`config.mk`:
```
export PLATFORM = sky130hd
export DESIGN_NAME = led_pattern_gen
export DESIGN_NICKNAME = d
export VERILOG_FILES = /design/src/rtl/led_pattern_gen.sv
export SDC_FILE = /design/constraint.sdc
export NUM_CORES = 1
export LEC_CHECK = 0
export ABC_AREA = 1
export CORE_MARGIN = 2
export CORE_UTILIZATION = 40
export DETAILED_ROUTE_END_ITERATION = 6
export HOLD_SLACK_MARGIN = 0.06
export PLACE_DENSITY = 0.61
export SLEW_MARGIN = 5
export SYNTH_ARGS = -nofsm -noshare
export SYNTH_HDL_FRONTEND = slang
export SYNTH_SLANG_ARGS = --single-unit
```
`constraint.sdc`:
```
create_clock -name clk -period 3.2 [get_ports clk]
set_input_delay 0.96 -clock clk [delete_from_list [all_inputs] [get_ports clk]]
set_output_delay 0.96 -clock clk [all_outputs]
set_load 0.005 [all_outputs]
```
`src/rtl/led_pattern_gen.sv`:
```
// -----------------------------------------------------------------------------
// led_pattern_gen
//   LED pattern engine for board bring-up. A free-running divider produces a
//   pattern step every 2**DIV_W clocks; on each step the LEDs advance in one
//   of four modes: down-count, up-count, bounce, or PWM breathe. A new mode is
//   offered over a valid/ready port. It is applied at the first step edge
//   strictly after acceptance, and that step reinitialises the pattern.
//
//   Optional feature macro: LED_PWM_EN
//     defined   -> mode 3 (breathe) with pwm/level/direction registers
//     undefined -> no PWM logic; a requested mode 3 is applied as mode 0
//
// Ports
//   clk        in   1      fabric clock
//   reset      in   1      asynchronous active-low reset (0 = in reset)
//   cfg_valid  in   1      new mode offered
//   cfg_mode   in   2      0=down 1=up 2=bounce 3=breathe
//   cfg_ready  out  1      engine can accept a mode (registered)
//   mode       out  2      currently applied mode (registered)
//   tick       out  1      one-cycle pulse after each step edge (registered)
//   led        out  N_LED  LED drive, active-high (registered)
// -----------------------------------------------------------------------------
module led_pattern_gen #(
    parameter int N_LED = 4,
    parameter int DIV_W = 20,
    parameter int PWM_W = 8
) (
    input  logic             clk,
    input  logic             reset,
    input  logic             cfg_valid,
    input  logic [1:0]       cfg_mode,
    output logic             cfg_ready,
    output logic [1:0]       mode,
    output logic             tick,
    output logic [N_LED-1:0] led
);

    localparam logic [DIV_W-1:0] DIV_ONE  = DIV_W'(1'b1);
    localparam logic [DIV_W-1:0] DIV_MAX  = {DIV_W{1'b1}};
    localparam logic [N_LED-1:0] LED_ONE  = N_LED'(1'b1);
    localparam logic [N_LED-1:0] LED_ZERO = {N_LED{1'b0}};

    // Elaboration-time sanity check on the parameters.
    if ((N_LED < 32'sd1) || (DIV_W < 32'sd1) || (PWM_W < 32'sd1)) begin : g_param_check
        $error("led_pattern_gen: N_LED, DIV_W and PWM_W must all be >= 1");
    end

    // The configuration handshake: idle (ready) or holding a pending mode.
    typedef enum logic {
        CFG_IDLE = 1'b0,
        CFG_PEND = 1'b1
    } cfg_state_t;

    cfg_state_t       cfg_state_r, cfg_state_nxt_s;
    logic [DIV_W-1:0] div_r;
    logic             tick_r;
    logic [1:0]       pending_r, pending_nxt_s;
    logic [1:0]       mode_r, mode_nxt_s;
    logic [N_LED-1:0] led_r, led_nxt_s;
    logic [N_LED-1:0] pos_r, pos_nxt_s;
    logic             bdir_r, bdir_nxt_s;      // 1 = moving toward MSB
    logic             step_s, accept_s, apply_s;
    logic [1:0]       apply_mode_s;

`ifdef LED_PWM_EN
    localparam logic [PWM_W-1:0] PWM_ONE  = PWM_W'(1'b1);
    localparam logic [PWM_W-1:0] PWM_MAX  = {PWM_W{1'b1}};
    localparam logic [PWM_W-1:0] PWM_ZERO = {PWM_W{1'b0}};

    logic [PWM_W-1:0] pwm_r;
    logic [PWM_W-1:0] level_r, level_nxt_s;
    logic             ldir_r, ldir_nxt_s;      // 1 = brightening
`endif

    // Step edge, handshake acceptance and mode application strobes.
    always_comb begin
        step_s   = (div_r == DIV_MAX);
        accept_s = cfg_valid && (cfg_state_r == CFG_IDLE);
        // Pending is only visible from the cycle after acceptance, so an offer
        // taken on a step edge naturally waits for the following one.
        apply_s  = step_s && (cfg_state_r == CFG_PEND);
`ifdef LED_PWM_EN
        apply_mode_s = pending_r;
`else
        if (pending_r == 2'd3) begin
            apply_mode_s = 2'd0;
        end else begin
            apply_mode_s = pending_r;
        end
`endif
    end

    // Next-state logic for the configuration handshake.
    always_comb begin
        cfg_state_nxt_s = cfg_state_r;
        pending_nxt_s   = pending_r;
        case (cfg_state_r)
            CFG_IDLE: begin
                if (accept_s) begin
                    cfg_state_nxt_s = CFG_PEND;
                    pending_nxt_s   = cfg_mode;
                end else begin
                    cfg_state_nxt_s = CFG_IDLE;
                end
            end
            CFG_PEND: begin
                if (apply_s) begin
                    cfg_state_nxt_s = CFG_IDLE;
                end else begin
                    cfg_state_nxt_s = CFG_PEND;
                end
            end
            default: begin
                cfg_state_nxt_s = CFG_IDLE;
            end
        endcase
    end

    // Next values of the mode and pattern registers that drive the outputs.
    always_comb begin
        mode_nxt_s = mode_r;
        led_nxt_s  = led_r;
        pos_nxt_s  = pos_r;
        bdir_nxt_s = bdir_r;
`ifdef LED_PWM_EN
        level_nxt_s = level_r;
        ldir_nxt_s  = ldir_r;
`endif
        if (apply_s) begin
            // Mode change step: reinitialise the pattern instead of advancing.
            mode_nxt_s = apply_mode_s;
            led_nxt_s  = LED_ZERO;
            pos_nxt_s  = LED_ONE;
            bdir_nxt_s = 1'b1;
`ifdef LED_PWM_EN
            level_nxt_s = PWM_ZERO;
            ldir_nxt_s  = 1'b1;
`endif
        end else begin
            case (mode_r)
                2'd1: begin
                    if (step_s) begin
                        led_nxt_s = led_r + LED_ONE;
                    end else begin
                        led_nxt_s = led_r;
                    end
                end
                2'd2: begin
                    if (step_s) begin
                        // Show the current position, then move it, so the
                        // first step after a mode change lights bit 0.
                        led_nxt_s = pos_r;
                        if (N_LED == 32'sd1) begin
                            pos_nxt_s = pos_r;
                        end else if (bdir_r) begin
                            pos_nxt_s = pos_r << 1'b1;
                            if (pos_nxt_s[N_LED-1]) begin
                                bdir_nxt_s = 1'b0;
                            end else begin
                                bdir_nxt_s = 1'b1;
                            end
                        end else begin
                            pos_nxt_s = pos_r >> 1'b1;
                            if (pos_nxt_s[0]) begin
                                bdir_nxt_s = 1'b1;
                            end else begin
                                bdir_nxt_s = 1'b0;
                            end
                        end
                    end else begin
                        led_nxt_s = led_r;
                    end
                end
`ifdef LED_PWM_EN
                2'd3: begin
                    led_nxt_s = {N_LED{pwm_r < level_r}};
                    if (step_s) begin
                        // Endpoints are held for one step while direction flips.
                        if (ldir_r) begin
                            if (level_r == PWM_MAX) begin
                                ldir_nxt_s = 1'b0;
                            end else begin
                                level_nxt_s = level_r + PWM_ONE;
                            end
                        end else begin
                            if (level_r == PWM_ZERO) begin
                                ldir_nxt_s = 1'b1;
                            end else begin
                                level_nxt_s = level_r - PWM_ONE;
                            end
                        end
                    end else begin
                        level_nxt_s = level_r;
                    end
                end
`endif
                default: begin
                    if (step_s) begin
                        led_nxt_s = led_r - LED_ONE;
                    end else begin
                        led_nxt_s = led_r;
                    end
                end
            endcase
        end
    end

    // State register: divider, handshake state and all output registers.
    always_ff @(posedge clk or negedge reset) begin
        if (!reset) begin
            div_r       <= {DIV_W{1'b0}};
            tick_r      <= 1'b0;
            cfg_state_r <= CFG_IDLE;
            pending_r   <= 2'd0;
            mode_r      <= 2'd0;
            led_r       <= LED_ZERO;
            pos_r       <= LED_ONE;
            bdir_r      <= 1'b1;
        end else begin
            div_r       <= div_r + DIV_ONE;
            tick_r      <= step_s;
            cfg_state_r <= cfg_state_nxt_s;
            pending_r   <= pending_nxt_s;
            mode_r      <= mode_nxt_s;
            led_r       <= led_nxt_s;
            pos_r       <= pos_nxt_s;
            bdir_r      <= bdir_nxt_s;
        end
    end

`ifdef LED_PWM_EN
    // PWM carrier and breathe level registers.
    always_ff @(posedge clk or negedge reset) begin
        if (!reset) begin
            pwm_r   <= PWM_ZERO;
            level_r <= PWM_ZERO;
            ldir_r  <= 1'b1;
        end else begin
            pwm_r   <= pwm_r + PWM_ONE;
            level_r <= level_nxt_s;
            ldir_r  <= ldir_nxt_s;
        end
    end
`endif

    assign cfg_ready = (cfg_state_r == CFG_IDLE);
    assign mode      = mode_r;
    assign tick      = tick_r;
    assign led       = led_r;

endmodule

```
# Yosys cells after proc, flatten, opt, wreduce, memory -nomap -nowiden
# Index checks and enable logic that the tools add are counted.
[totals] register_bits=35 inputBits=5 out_inout_bits=8 word_cells=41
[classes] add_sub_neg=3 n_eq_ne=4 muxes=19 bitwise=1 reduce_logical=6
[ops] cell="$mux 4" count=8
[ops] cell="$add 20x1->20 const B" count=1
[ops] cell="$eq 20x20->1 const B" count=1
[ops] cell="$mux 1" count=8
[ops] cell="$pmux 4 s2" count=1
[ops] cell="$add 4x1->4 const B" count=1
[ops] cell="$eq 2x2->1 const B" count=2
[ops] cell="$reduce_and 2->1" count=2
[ops] cell="$reduce_bool 2->1" count=2
[ops] cell="$sub 4x1->4 const B" count=1
[ops] cell="$eq 2x1->1 const B" count=1
[ops] cell="$logic_and 1x1->1" count=2
[ops] cell="$mux 2" count=1
[ops] cell="$pmux 1 s2" count=1
[ops] cell="$not 1->1" count=1

# Logic depth before layout (Yosys ltp)
[depth] ltp_word=5 depth_mapped=10 depth_no_buf=10

# Least setup slack after synthesis
# OpenSTA, ideal clock, no wires.
[synth_path] path_type="register to output" startpoint="register cfg_state_r" endpoint="output cfg_ready" arrival_time_ns=0.598 required_ns=2.240 slack_ns=1.642 path_stages_with_launch=2 cell_sequence="dfrtp_1 inv_1"
[synth_via] elab_chain_cells=1
[synth_rtl] item="start, declared" line_no="54" text="cfg_state_t cfg_state_r, cfg_state_nxt_s;"
[synth_rtl] item="start signal, assigned" line_no="222" text="cfg_state_r <= cfg_state_nxt_s;"
[synth_rtl] item="$not 1->1 (no line)"
[synth_rtl] item="end, declared" line_no="32" text="output logic cfg_ready,"
# Every way passes these cells.

# Final worst setup path
# Same ends and word-level chain as after synthesis.

==> impl_metrics.py <==
metrics = {
    "logic_synthesis": {
        "synth_cells": 211,
        "post_synth_num_cell_types": 29,
        "total_of_flip_flops_plus_latches_after_synthesis": 35,
        "postSynthNetCount": 220,
        "yosys_warnings": 0,
        "sequential_element_share_of_the_synthesized_area": 0.488,
        "post_synth_instance_area_um2": 1800,
        "synth_area_per_cell_um2": 8.54,
    },
    "drt": {
        "drt.antenna.violating_nets": 0,
        "drc": 0,
        "dr.first_iter.drc_count": 71,
        "drtPass1Iterations": 4,
        "totalWireLength_um": 3220,
        "routed_wire_length_per_instance_um": 11.3,
        "vias_per_cell": 4.74,
        "vias": 1346,
    },
    "global_routing": {
        "grt_pass1_vias": 1328,
        "grt_start_max_net_pins": 36,
        "antenna_violations_before_repair": 0,
        "grt_remaining_overflow": 0,
        "grt_pass1_wl_um": 5710,
        "track_usage": 0.144,
    },
    "run_status": {
        "run_status": "finished clean",
    },
    "clock_tree": {
        "clockBufferDepth": 2,
        "clkTransAtPathRegs_ns": 0.07,
        "cts.sinks": 35,
        "ctsResizeCount": 0,
        "clk_root_buffer_cell": "clkbuf_8",
        "ctsHtreeMaxLevel": 2,
        "cts_made_buffers": 5,
        "worstSkewPairLatency_ns": 0.29,
        "post_cts_hold_buffer_count": 0,
        "post-cts-setup-buffers": 0,
        "cts_tree": "built",
    },
    "sta": {
        "setup-violations-final": 0,
        "max_clock_freq_mhz": 406,
        "timing_hold_violations_final": 0,
        "unrepaired_setup_endpoints_after_global_routing": "false",
        "worst-slew-pin-transition_ns": 0.540,
        "tns_ns": 0,
        "period_needed_ns": 2.46,
        "timing.max_slew.rel_slack": 0.637,
        "min_period_over_period": 0.770,
        "report.final.slew_viol_count": 0,
        "fin_skew_ns": 0.00834,
    },
    "final_layout": {
        "fin_cells": 284,
        "drive_gt1_frac": 0.103,
        "syn_to_final_growth_pct": 16.3,
        "layout.cells.most_common_list": "nand2_1 (63), dfrtp_1 (33), inv_1 (23), nor2_1 (20), xor2_1 (13)",
        "antennaDiodeCount": 0,
        "numnets_final": 240,
        "layout_commonest_cell": "nand2_1",
    },
    "floorplan": {
        "initial_core_util": 0.414,
        "die_y_um": 71.1,
        "ios": 13,
        "row_count": 24,
        "die_w_um": 71.1,
        "fp.dieArea_um2": 5060,
        "core_um2": 4350,
    },
    "worst_setup_path": {
        "criticalPathCategory": "flip-flop to output pin",
        "critical_path_arrival_ns": 1.50,
        "worstPathMaxFanout": 7,
        "worstSetupStartpointType": "flip-flop",
        "crit_path_required_time_ns": 2.24,
        "setup.worst_path.end_class": "output pin",
    },
    "power_and_ir_drop": {
        "power.share.sequential": 0.544,
        "p_sw_frac": 0.209,
        "total_leakage_power_uw": 0.00103,
        "p_per_area_nw_per_um2": 388,
        "p_int_uw": 644,
        "power_frac_clock": 0.439,
        "p_sw_uw": 170,
        "ir_drop_mv": 0.190,
        "pwr-share-comb": 0.017,
    },
    "placed_design": {
        "finalWeightedCongestion": 0.793,
        "dpl.cell_count": 276,
        "place.port_buffers": 12,
        "detailedPlacementHpwl_um": 2350,
    },
    "hold_path": {
        "hold_path_class": "flip-flop to flip-flop",
    },
    "job": {
        "drv_cap": 0,
    },
}
==> stage by stage <==
step | total power (uW) | cell area, um^2 | util | setup WS, ns | hold slack, ns
after floorplan | 451 | 1800 | - | 1.64 | 0.442
after global routing | 844 | 2090 | 0.481 | 0.634 | 0.478
after detailed placement | 466 | 1990 | 0.458 | 1.03 | 0.458
after global placement | 466 | 1990 | 0.458 | 1.06 | 0.461
final | 813 | 2090 | 0.481 | 0.736 | 0.465
after CTS | 827 | 2090 | 0.481 | 0.707 | 0.471
==> kinds of logic (layout without fill, tap and decap cells) <==
logic type      Yosys count  in the layout  share of synthesized area
xor+xnor                 16             16                     0.0778
mux                       1              1                    0.00556
compound gates           15             15                     0.0437
buf+inv                  26             47                     0.0549
flops                    35             35                      0.487
simple gates            114            114                      0.299
fa+ha+maj                 4              4                     0.0319
==> registers in the layout, indices dropped and copies added, names as in the netlist <==
signal,count
tick,1
pending_r,2
mode,2
led,4
div_r,20
bdir_r,1
pos_r,4
cfg_state_r,1
==> Yosys cell counts <==
cell type / count / area, um^2
a21oi_1: 3 / 15.0
clkinv_1: 1 / 3.75
clkinv_2: 1 / 5.00
dfrtp_1: 33 / 826
dfstp_2: 2 / 52.6
fa_1: 1 / 20.0
ha_1: 3 / 37.5
inv_1: 23 / 86.3
inv_2: 1 / 3.75
mux2i_1: 1 / 10.0
nand2_1: 63 / 236
nand2_2: 2 / 12.5
nand2_4: 2 / 22.5
nand3_1: 6 / 30.0
nand3_2: 1 / 10.0
nand4_1: 6 / 37.5
nor2_1: 20 / 75.1
nor2_2: 2 / 12.5
nor2_4: 3 / 33.8
nor2_8: 1 / 20.0
nor3_1: 5 / 25.0
nor3_2: 1 / 10.0
nor4_1: 1 / 6.26
o2111ai_1: 1 / 8.76
o21ai_0: 5 / 25.0
o21ai_1: 6 / 30.0
or2_1: 1 / 6.26
xnor2_1: 3 / 26.3
xor2_1: 13 / 114
==> metal layers <==
metal / routed length (um) / vias to the layer above / global-route usage
met2: 1400 / 16 / 0.213
met4: 52 / 0 / 0.0629
met5: 0 / - / 0
met1: 1680 / 626 / 0.197
li1: - / 700 / -
met3: 90 / 4 / 0.0442
==> final timing paths <==
check,from,slack [ns],depth (start not counted),endpoint
worst max-delay path,cfg_state_r,0.74,2,cfg_ready
worst min-delay path,div_r[18],0.47,1,div_r[18]
worst max register to register,div_r[0],1.56,10,mode[0]
worst min register to register,div_r[18],0.47,1,div_r[18]
max in group asynchronous,reset,1.78,2,pos_r[0]
min in group asynchronous,reset,1.08,2,div_r[1]
==> cell type report <==
type | count | area, um^2
Clock buffer | 8 | 100
Multi-Input combinational cell | 150 | 825
Fill cell | 400 | 2260
Timing Repair Buffer | 13 | 128
Inverter | 26 | 98.8
Sequential cell | 35 | 878
Tap cell | 52 | 65.1
==> power groups by stage <==
| stage | combinational (uW) | sequential, uW | clock [uW] |
|---|---|---|---|
| finish | 13.8 | 442 | 357 |
| global route | 16.5 | 442 | 386 |
| CTS | 14.9 | 442 | 370 |
| detailed placement | 14.8 | 451 | 0 |
| global placement | 14.9 | 451 | 0 |
| floorplan | 0.0137 | 451 | 0 |
==> worst max-delay path, cell delays in order (launching register included) <==
cell and delay (ns):
dfrtp_1 0.46, inv_1 0.22, clkdlybuf4s50_1 0.54
No activity file was read; power rests on OpenSTA's default activity.
